===== src/rtl/alu_accumulator.sv =====
// alu_accumulator: 8-bit accumulator stage behind the 4-bit ALU datapath.
// Operand B is always the accumulator's low nibble. Single-cycle ops commit on
// the accept edge. func=6 runs a MUL_CYCLES-iteration shift-add multiply.
// Optional build macro: ALU_ACCUMULATOR_HEX_EN adds a two-digit active-low
// 7-segment decode of acc on hex_lo / hex_hi.
module alu_accumulator #(
  parameter int MUL_CYCLES = 4
) (
  input  logic       clk,
  input  logic       reset,
  input  logic       op_valid,
  output logic       op_ready,
  input  logic [2:0] func,
  input  logic [3:0] a,
  output logic [7:0] acc,
  output logic       carry,
  output logic       result_valid,
  output logic       busy
`ifdef ALU_ACCUMULATOR_HEX_EN
  ,
  output logic [6:0] hex_lo,
  output logic [6:0] hex_hi
`endif
);

  localparam int CNT_W = (MUL_CYCLES > 1) ? $clog2(MUL_CYCLES) : 1;
  localparam logic [CNT_W-1:0] CNT_LAST = CNT_W'(MUL_CYCLES - 1);
  localparam logic [2:0] FUNC_MUL = 3'd6;

  typedef enum logic {
    S_IDLE = 1'b0,
    S_MUL  = 1'b1
  } state_e;

  state_e           state_q, state_d;
  logic [CNT_W-1:0] cnt_q, cnt_d;
  logic [3:0]       mcand_q, mcand_d;
  logic [3:0]       mplier_q, mplier_d;
  logic [7:0]       prod_q, prod_d;
  logic [7:0]       acc_q, acc_d;
  logic             carry_q, carry_d;
  logic             rv_q, rv_d;

  logic [3:0] b;
  logic       accept;
  logic [7:0] alu_res;
  logic       alu_c;
  logic [8:0] sum9;
  logic [7:0] addend;

  assign b      = acc_q[3:0];
  assign accept = op_valid & op_ready;
  assign sum9   = {1'b0, acc_q} + {5'b0, a};
  // Partial-product term for the current iteration: multiplicand shifted by the
  // iteration index, gated by the matching multiplier bit.
  assign addend = mplier_q[cnt_q] ? ({4'b0, mcand_q} << cnt_q) : 8'h00;

  // Single-cycle ALU result from operand a and the fed-back low nibble.
  always_comb begin
    alu_res = 8'h00;
    alu_c   = 1'b0;
    unique case (func)
      3'd0: alu_res = {4'b0, a} + {4'b0, b};
      3'd1: begin
        alu_res = sum9[7:0];
        alu_c   = sum9[8];
      end
      3'd2: alu_res = {a | b, a ^ b};
      3'd3: alu_res = {7'b0, |{a, b}};
      3'd4: alu_res = {7'b0, &{a, b}};
      3'd5: alu_res = {a, b};
      // Multiply never commits through this path; the FSM handles it.
      3'd6: alu_res = 8'h00;
      3'd7: alu_res = acc_q << a[2:0];
      default: alu_res = 8'h00;
    endcase
  end

  // Next-state and handshake outputs: IDLE accepts, MUL iterates the product.
  always_comb begin
    state_d  = state_q;
    cnt_d    = cnt_q;
    mcand_d  = mcand_q;
    mplier_d = mplier_q;
    prod_d   = prod_q;
    acc_d    = acc_q;
    carry_d  = carry_q;
    rv_d     = 1'b0;
    op_ready = 1'b0;
    busy     = 1'b0;
    unique case (state_q)
      S_IDLE: begin
        op_ready = 1'b1;
        if (accept) begin
          if (func == FUNC_MUL) begin
            state_d  = S_MUL;
            cnt_d    = '0;
            mcand_d  = a;
            mplier_d = b;
            prod_d   = 8'h00;
          end else begin
            acc_d   = alu_res;
            carry_d = alu_c;
            rv_d    = 1'b1;
          end
        end
      end
      S_MUL: begin
        busy   = 1'b1;
        prod_d = prod_q + addend;
        cnt_d  = cnt_q + 1'b1;
        if (cnt_q == CNT_LAST) begin
          // 4x4 product fits in 8 bits, so carry is always cleared here.
          acc_d   = prod_q + addend;
          carry_d = 1'b0;
          rv_d    = 1'b1;
          state_d = S_IDLE;
        end
      end
      default: state_d = S_IDLE;
    endcase
  end

  // State and datapath registers; synchronous reset also drops any in-flight multiply.
  always_ff @(posedge clk) begin
    if (reset) begin
      state_q  <= S_IDLE;
      cnt_q    <= '0;
      mcand_q  <= 4'h0;
      mplier_q <= 4'h0;
      prod_q   <= 8'h00;
      acc_q    <= 8'h00;
      carry_q  <= 1'b0;
      rv_q     <= 1'b0;
    end else begin
      state_q  <= state_d;
      cnt_q    <= cnt_d;
      mcand_q  <= mcand_d;
      mplier_q <= mplier_d;
      prod_q   <= prod_d;
      acc_q    <= acc_d;
      carry_q  <= carry_d;
      rv_q     <= rv_d;
    end
  end

  assign acc          = acc_q;
  assign carry        = carry_q;
  assign result_valid = rv_q;

`ifdef ALU_ACCUMULATOR_HEX_EN
  // Active-low segments, bit0 = a ... bit6 = g.
  function automatic logic [6:0] seg7(input logic [3:0] d);
    logic [6:0] s;
    unique case (d)
      4'h0: s = 7'b1000000;
      4'h1: s = 7'b1111001;
      4'h2: s = 7'b0100100;
      4'h3: s = 7'b0110000;
      4'h4: s = 7'b0011001;
      4'h5: s = 7'b0010010;
      4'h6: s = 7'b0000010;
      4'h7: s = 7'b1111000;
      4'h8: s = 7'b0000000;
      4'h9: s = 7'b0010000;
      4'hA: s = 7'b0001000;
      4'hB: s = 7'b0000011;
      4'hC: s = 7'b1000110;
      4'hD: s = 7'b0100001;
      4'hE: s = 7'b0000110;
      4'hF: s = 7'b0001110;
      default: s = 7'b1111111;
    endcase
    return s;
  endfunction

  assign hex_lo = seg7(acc_q[3:0]);
  assign hex_hi = seg7(acc_q[7:4]);
`endif

endmodule


===== config.mk =====
export PLATFORM = sky130hd
export DESIGN_NAME = alu_accumulator
export DESIGN_NICKNAME = d
export VERILOG_FILES = /design/src/rtl/alu_accumulator.sv
export SDC_FILE = /design/constraint.sdc
export NUM_CORES = 1
export LEC_CHECK = 0
export ABC_AREA = 1
export CAP_MARGIN = 20
export CELL_PAD_IN_SITES_DETAIL_PLACEMENT = 0
export CELL_PAD_IN_SITES_GLOBAL_PLACEMENT = 1
export CORE_MARGIN = 2
export CORE_UTILIZATION = 25
export CTS_CLUSTER_SIZE = 10
export DETAILED_ROUTE_END_ITERATION = 10
export PLACE_DENSITY_LB_ADDON = 0.12
export SETUP_SLACK_MARGIN = 0.4
export SYNTH_ARGS = -nofsm -noshare
export SYNTH_HDL_FRONTEND = slang
export SYNTH_SLANG_ARGS = --single-unit

===== constraint.sdc =====
create_clock -name clk -period 3.85 [get_ports clk]
set_input_delay 0.77 -clock clk [delete_from_list [all_inputs] [get_ports clk]]
set_output_delay 0.77 -clock clk [all_outputs]
set_load 0.1 [all_outputs]

Word-level counts from Yosys, hierarchy flattened
Index checks and enable logic that the tools add are counted.

Add/sub/neg operators: 4. Magnitude comparators: 1. Equality and inequality tests: 13. Shift operators: 2. Multiplexer cells: 29. Bitwise gates (word level): 4. Reduce and logical (&&, ||, !) cells: 7.

Operator list (count): $pmux 8 s7 (1); $mux 8 (6); $pmux 8 s2 (2); $mux 1 (13); $eq 3x3->1 const B (4); $add 8x4->9 (1); $add 8x8->8 (1); $ne 2x2->1 const B (4); $reduce_and 8->1 (1); $reduce_or 8->1 (1); $shl 4x2->8 (1); $shl 8x3->8 (1); $eq 3x2->1 const B (2); $pmux 1 s2 (3); $reduce_and 3->1 (2); $add 4x4->5 (1); $mux 2 (2); $or 4x4->4 (1); $pmux 2 s2 (1); $reduce_and 4->1 (1); $xor 4x4->4 (1); $eq 3x1->1 const B (1); $logic_not 3->1 (1); $lt 2x3->1 const B (1); other kinds (7) (7).

Flip-flop bits (word level): 29. Input bits: 10. Output and inout bits: 12. Word-level logic and storage cells: 69.

Depth between registers and ports, before layout
Gate-level depths: netlist (run 1).

Word-level depth: 6. Gate-level depth with buffers: 17. Gate-level depth less buffers: 16.

Least setup slack after synthesis (run 1)
No wires, ideal clock.

Kind: flip-flop to flip-flop. Start point: reg acc_q[2], in the netlist acc[2]. End point: reg acc_q[3], in the netlist acc[3]. Setup time: 0.120 ns. Arrival time: 2.302 ns. Required time: 3.730 ns. Setup slack: 1.428 ns. Stages on the path, launching flop included: 11. Path buffers: 1. Period minus slack after synthesis: 2.422 ns. Path through: dfxtp_1 > inv_1 > ha_1 > buf_2 > nand2_1 > nand3_1 > or2_0 > nand3_1 > nand3_1 > a21oi_1 > nor2_1.

Longest elaborated chain between the ends: 5. Elaborated cells between the ends (all ways): 7. Classes of those cells: 2 x add/sub; 1 x shift; 4 x mux.

RTL lines: start: declaration (line 40) `logic [7:0] acc_q, acc_d;`; start signal: assignment (line 132) `acc_q <= 8'h00;`; start signal: assignment (line 141) `acc_q <= acc_d;`; $add 8x4->9, or another cell as far along (line 53) `assign sum9 = {1'b0, acc_q} + {5'b0, a};`; $pmux 8 s7 (*) (line 62) `unique case (func)`; $mux 8 (*) (line 95) `if (func == FUNC_MUL) begin`; $mux 8 (*) (line 94) `if (accept) begin`; $pmux 8 s2 (*) (line 91) `unique case (state_q)`.

Mark *: on every way between the ends. The rest lies on a longest branch, timed or not. The select of a mux whose other input is x is not followed. A chain may end at the register's enable or synchronous reset.

Worst setup path in the final report (run 1)
Start point: reg acc_q[4], in the netlist acc[4]. End point: out acc[4].

RTL lines: end: declaration (line 15) `output logic [7:0] acc,`.

No word-level cell between the ends.

==> results of run 1 <==
sequential cells by signal (all words and copies together) (netlist names):
name and flops:
cnt_q 2, carry 1, mcand_q 4, result_valid 1, acc 8, prod_q 8, state_q 1, mplier_q 4
metal layers:
metal / vias up / wire, um / track usage (%)
li1: 1323 / - / -
met4: 0 / 29 / 2.97
met2: 28 / 3390 / 25.2
met1: 1126 / 4030 / 22.5
met3: 2 / 226 / 2.85
met5: - / 0 / 0
worst max path at each step:
stage,start,to,slack [ns]
6_report,acc[4]$_SDFFE_PP0P_,acc[4],1.05
5_1_grt,cnt_q[0]$_SDFFE_PP0P_,acc[5]$_SDFFE_PP0P_,0.83
4_1_cts,acc[4]$_SDFFE_PP0P_,acc[4],1.02
3_5_place_dp,a[2],acc[3]$_SDFFE_PP0P_,0.93
3_3_place_gp,a[2],acc[3]$_SDFFE_PP0P_,1.03
2_1_floorplan,acc[2]$_SDFFE_PP0P_,acc[3]$_SDFFE_PP0P_,1.43
through the flow:
step	utilization, %	total power [W]	area (um2)	setup slack, ns
after floorplan	-	0.000516	2430	1.43
after global placement	29.3	0.000590	2740	1.03
after detailed placement	29.3	0.000588	2740	0.926
after CTS	30.3	0.000852	2820	1.02
after global routing	30.3	0.000895	2820	0.834
final	30.3	0.000837	2820	1.05
final cells by class:
| cell class | instances | area, um2 | share of cell area [%] |
|---|---|---|---|
| repair buffers | 22 | 213 | 7.53 |
| multi-input cells | 294 | 1580 | 55.8 |
| flip-flops and latches | 29 | 581 | 20.6 |
| well taps | 129 | 161 | 5.72 |
| clock buffers | 7 | 86.3 | 3.06 |
| inverters | 55 | 206 | 7.31 |
power by group through the flow:
stage / clock network [W] / registers, W / logic (W)
floorplan: 0 / 0.000391 / 0.000125
global placement: 0 / 0.000341 / 0.000249
detailed placement: 0 / 0.000341 / 0.000247
CTS: 0.000270 / 0.000334 / 0.000248
global route: 0.000287 / 0.000336 / 0.000272
finish: 0.000257 / 0.000334 / 0.000246
cells in the mapped netlist:
| master | count | area [um2] |
|---|---|---|
| o21ai_1 | 7 | 35.0 |
| nor2_1 | 21 | 78.8 |
| a31oi_1 | 2 | 12.5 |
| clkinv_1 | 1 | 3.75 |
| and2_0 | 1 | 6.26 |
| a21oi_2 | 1 | 8.76 |
| buf_6 | 1 | 11.3 |
| fa_1 | 2 | 40.0 |
| buf_4 | 2 | 15.0 |
| xor2_1 | 1 | 8.76 |
| o211ai_1 | 2 | 15.0 |
| a21oi_1 | 33 | 165 |
| or2_1 | 1 | 6.26 |
| clkbuf_1 | 2 | 7.51 |
| o21a_1 | 1 | 7.51 |
| inv_2 | 11 | 41.3 |
| ha_1 | 17 | 213 |
| nand2_1 | 100 | 375 |
| nor2_4 | 2 | 22.5 |
| dfxtp_1 | 29 | 581 |
| nand3_2 | 2 | 20.0 |
| o21ai_4 | 1 | 16.3 |
| or2_0 | 1 | 6.26 |
| o21ai_0 | 23 | 115 |
| nor2_2 | 2 | 12.5 |
| inv_1 | 43 | 161 |
| buf_1 | 1 | 3.75 |
| nand3b_1 | 1 | 7.51 |
| nor4_1 | 1 | 6.26 |
| mux2i_1 | 2 | 20.0 |
| buf_2 | 5 | 25.0 |
| nor3_1 | 5 | 25.0 |
| nand4_1 | 12 | 75.1 |
| nand2_2 | 5 | 31.3 |
| nand3_1 | 43 | 215 |
| o22ai_1 | 5 | 31.3 |
cell families (layout without fill, tap and decap cells):
group	after synthesis	count (layout)	synth area share (%)
and+or+nand+nor	197	197	36.6
AOI/OAI and AO/OA	75	75	16.8
buffers and inverters	66	84	11.1
DFF	29	29	23.9
adders and majority gates	19	19	10.4
muxes	2	2	0.825
xor gates and xnor gates	1	1	0.361
==> impl_metrics.csv, run 1 <==
group,metric,value,unit
global_routing,grt_pass1_wl,12800,um
sta,clock_skew,0.00811,ns
detailed_routing,drt-initial-drc-count,92,
yosys,ys_ff_latch,29,
placed_design,dp_cells,529,
yosys,synth-seq-area-share,23.9,%
power_and_ir_drop,switching_share,37.3,%
clock_tree,postCtsSetupRepairBufs,0,
setup_path,endpoint_kind,"primary output",
finish,areaGrowthSynthToFinish,16.4,%
clock_tree,cts_resized,0,
sta,slew_headroom,34.6,%
power_and_ir_drop,leakage,1.34,nW
clock_tree,htreeDepth,2,
sta,max_clock_freq,0.357,GHz
finish,final_cell_mix,"100 x nand2_1, 43 x inv_1, 43 x nand3_1, 33 x a21oi_1, 29 x dfxtp_1",
power_and_ir_drop,p_clk_share,30.8,%
yosys,synth_cells,389,
die,row_count,35,
setup_path,critical_path_class,"flop to primary output",
sta,fin_hold_ws,0.466,ns
sta,fin_crit_sh,72.8,%
clock_tree,root_buffer,"clkbuf_8",
clock_tree,cts_tree,"built",
worst_hold_path,hp-start,"carry$_SDFFE_PP0P_",
placed_design,dp_hpwl,6160,um
setup_path,slowest_stage,"clkdlybuf4s50_1",
power_and_ir_drop,pwr-share-comb,29.4,%
detailed_routing,ant_nets,0,
finish,nNetsFinal,436,
die,core,9330,um2
run,cap_violations,0,
worst_hold_path,hold_end,"carry$_SDFFE_PP0P_",
die,die-area,10500,um2
yosys,yosys_warnings,0,
setup_path,worstPathRequired,3.08,ns
placed_design,portBuffers,21,
die,initial_core_util,26.0,%
setup_path,r2r-end,"acc[3]$_SDFFE_PP0P_",
setup_path,r2r_start,"cnt_q[0]$_SDFFE_PP0P_",
sta,setup_tns,0,ns
detailed_routing,post_drt_via_cell_ratio,4.63,
setup_path,cp.depth,1,
detailed_routing,drc_errors,0,
yosys,syn_avg_cell_area,6.24,um2
setup_path,max_stage_delay,1.22,ns
finish,drive_gt1_share,8.11,%
clock_tree,cts_hold_buffers,0,
clock_tree,cts.clk_slew.worst_paths,0.06,ns
worst_hold_path,hold_class,"flop to flop",
clock_tree,clock-sinks,29,
clock_tree,cts_inserted_buffers,5,
setup_path,critical_path_arrival,2.03,ns
power_and_ir_drop,power_density,296,nW/um2
power_and_ir_drop,ir_worst_vdd,107,uV
setup_path,crit_path_start_kind,"flop",
die,pin_count,22,
setup_path,rrSetupSlack,1.16,ns
finish,fin_cells,536,
yosys,syn_area,2430,um2
clock_tree,clock_latency,0.28,ns
sta,hold_viol,0,
setup_path,reg2regPathDepth,12,
global_routing,antenna_found_initial,0,
sta,min_period,2.80,ns
finish,n_antenna_cell,0,
clock_tree,ctsLongestPathBuffers,2,
die,die_x,103,um
sta,worstMarginPinSlew,0.978,ns
setup_path,crit_path_max_fanout,10,
detailed_routing,drt-total-wl,7680,um
detailed_routing,vias,2479,
power_and_ir_drop,intPower,0.000525,W
power_and_ir_drop,power.switching,0.000312,W
sta,final_max_slew_viol_count,0,
global_routing,grt_use_total,15.8,%
setup_path,cp_top_family,"buffers and inverters",
die,die_h,103,um
yosys,ys_types,36,
setup_path,worst-path-buf-inv,1,
worst_hold_path,min_delay_path_depth,2,
global_routing,grt_pass1_vias,2452,
detailed_routing,drt_pass1_iterations,5,
placed_design,routabilityCongestion,0.808,
finish,layout.cells.most_common,"nand2_1",
sta,setup_viol,0,
detailed_routing,drt-wirelength-per-cell,14.3,um
finish,n_fill_cell,1091,
global_routing,overflow,0,
sta,rsz0062_at_grt,"no",
global_routing,grt_max_degree,18,
run_status,status,"completed",
setup_path,crit_chain,"clkdlybuf4s50_1",
yosys,synth_nets,418,
power_and_ir_drop,seqPwrFrac,39.9,%
(Power assumes the default switching activity.)
==> inputs of run 2 (changes only) <==
==> constraint.sdc (replaced) <==
create_clock -name clk -period 2.9 [get_ports clk]
set_input_delay 0.58 -clock clk [delete_from_list [all_inputs] [get_ports clk]]
set_output_delay 0.58 -clock clk [all_outputs]
set_load 0.1 [all_outputs]
==> run 2 against run 1 <==
Against the previous run:
- critical path depth rose by 14
- sequential share of layout area down 0.30 points
- global-route usage is 0.25 points higher
==> impl_metrics.csv, run 2 (synthesis results as in run 1) <==
group,metric,value,unit
clock_tree,cts_resized,0,
sta,setup_tns,0,ns
sta,slew_headroom,62.3,%
clock_tree,cts_tree,"built",
die,row_count,35,
setup_path,crit_path_start_kind,"flop",
power_and_ir_drop,seqPwrFrac,39.4,%
run,cap_violations,0,
placed_design,portBuffers,21,
setup_path,rrSetupSlack,0.61,ns
global_routing,overflow,0,
finish,n_fill_cell,1061,
setup_path,reg2regPathDepth,15,
detailed_routing,drt-initial-drc-count,114,
placed_design,routabilityCongestion,0.818,
die,die_x,103,um
global_routing,antenna_found_initial,0,
finish,drive_gt1_share,14.3,%
die,die-area,10500,um2
setup_path,r2r-end,"acc[5]$_SDFFE_PP0P_",
detailed_routing,ant_nets,0,
worst_hold_path,hold_class,"flop to flop",
finish,register_area,582,um2
sta,hold_viol,0,
finish,nNetsFinal,442,
power_and_ir_drop,leakage,1.38,nW
sta,clock_skew,0.00802,ns
setup_path,critical_path_arrival,2.46,ns
setup_path,crit_start,"cnt_q[0]$_SDFFE_PP0P_",
clock_tree,clock_latency,0.28,ns
clock_tree,cts_hold_buffers,0,
detailed_routing,drt-wirelength-per-cell,14.5,um
power_and_ir_drop,pwr-share-comb,30.1,%
sta,fin_crit_sh,78.9,%
placed_design,placed_area,2760,um2
sta,final_max_slew_viol_count,0,
sta,max_clock_freq,0.437,GHz
worst_hold_path,hold_end,"cnt_q[0]$_SDFFE_PP0P_",
die,pin_count,22,
global_routing,grt_use_total,16.1,%
power_and_ir_drop,p_clk_share,30.4,%
clock_tree,root_buffer,"clkbuf_8",
finish,fin_util,30.8,%
power_and_ir_drop,intPower,0.000677,W
global_routing,grt_max_degree,18,
setup_path,worstPathRequired,3.07,ns
power_and_ir_drop,power_density,388,nW/um2
clock_tree,cts.clk_slew.worst_paths,0.07,ns
die,core,9330,um2
sta,min_period,2.29,ns
finish,areaGrowthSynthToFinish,18.4,%
clock_tree,clock-sinks,29,
setup_path,endpoint_kind,"flop",
sta,rsz0062_at_grt,"no",
detailed_routing,drt_pass1_iterations,5,
setup_path,r2r_start,"cnt_q[0]$_SDFFE_PP0P_",
finish,n_antenna_cell,0,
detailed_routing,drt-total-wl,7900,um
sta,fin_hold_ws,0.466,ns
power_and_ir_drop,switching_share,39.3,%
finish,multiInputGateArea,1600,um2
global_routing,grt_pass1_vias,2416,
worst_hold_path,hp-start,"cnt_q[0]$_SDFFE_PP0P_",
power_and_ir_drop,ir_worst_vdd,141,uV
clock_tree,postCtsSetupRepairBufs,0,
clock_tree,htreeDepth,2,
clock_tree,ctsLongestPathBuffers,2,
die,die_h,103,um
sta,worstMarginPinSlew,0.566,ns
worst_hold_path,min_delay_path_depth,1,
global_routing,grt_pass1_wl,12800,um
finish,final_cell_mix,"100 x nand2_1, 43 x inv_1, 43 x nand3_1, 32 x a21oi_1, 28 x dfxtp_1",
finish,layout.cells.most_common,"nand2_1",
finish,design_area,2870,um2
sta,setup_viol,0,
placed_design,dp_hpwl,6290,um
detailed_routing,drc_errors,0,
run_status,status,"completed",
detailed_routing,vias,2518,
setup_path,crit_path_max_fanout,9,
die,initial_core_util,26.0,%
clock_tree,cts_inserted_buffers,5,
power_and_ir_drop,power.switching,0.000438,W
setup_path,critical_path_class,"flop to flop",
detailed_routing,post_drt_via_cell_ratio,4.64,
power_and_ir_drop,total_power,0.00112,W
[run 2: cell types whose count changed in the layout (fill, tap and decap cells not counted), sizes merged]
cell | before | now
clkbuf | 7 | 6
clkdlybuf4s50 | 19 | 9
clkinv | 1 | 3
buf | 3 | 19
[run 2: area by class of cell]
class | instances | share of cell area, %
multi-input cells | 294 | 55.8
inverters | 55 | 7.19
flip-flops and latches | 29 | 20.3
repair buffers | 28 | 8.24
clock buffers | 6 | 2.53
well taps | 129 | 5.62
clock inverters | 2 | 0.349
[run 2: worst max-delay path, stage by stage (launching register included)]
cell     delay [ns]
dfxtp_2        0.36
buf_6          0.14
mux2i_2        0.23
nor2_1         0.06
o21ai_0        0.18
inv_1          0.08
ha_2           0.38
nand2_1        0.10
inv_1          0.08
nand4_1        0.10
nand3_1        0.09
nand2_1        0.05
nand3_1        0.12
nand2_1        0.07
inv_1          0.07
a21oi_1        0.06
[run 2: metal layers]
metal	GRT usage, %	up-vias	part of all wire [%]
li1	-	1345	-
met4	2.77	0	0.37
met2	26.0	41	45
met1	23.0	1130	51
met3	2.31	2	3.3
met5	0	-	0
[run 2: through the flow]
stage | worst slack [ns] | std cells
finish | 0.613 | 543
global route | 0.414 | 543
CTS | 0.432 | 543
detailed placement | 0.426 | 535
global placement | 0.394 | 535
floorplan | 0.478 | 389
[run 2: power groups by stage]
stage | logic [W] | registers, W | clock network [W]
floorplan | 0.000166 | 0.000519 | 0
global placement | 0.000338 | 0.000449 | 0
detailed placement | 0.000335 | 0.000449 | 0
CTS | 0.000336 | 0.000440 | 0.000348
global route | 0.000369 | 0.000444 | 0.000363
finish | 0.000336 | 0.000440 | 0.000339
[run 2: worst max path at each step]
stage | to | slack (ns)
2_1_floorplan | acc[3]$_SDFFE_PP0P_ | 0.48
3_3_place_gp | acc[6]$_SDFFE_PP0P_ | 0.39
3_5_place_dp | acc[3]$_SDFFE_PP0P_ | 0.43
4_1_cts | acc[2]$_SDFFE_PP0P_ | 0.43
5_1_grt | acc[7]$_SDFFE_PP0P_ | 0.41
6_report | acc[5]$_SDFFE_PP0P_ | 0.61
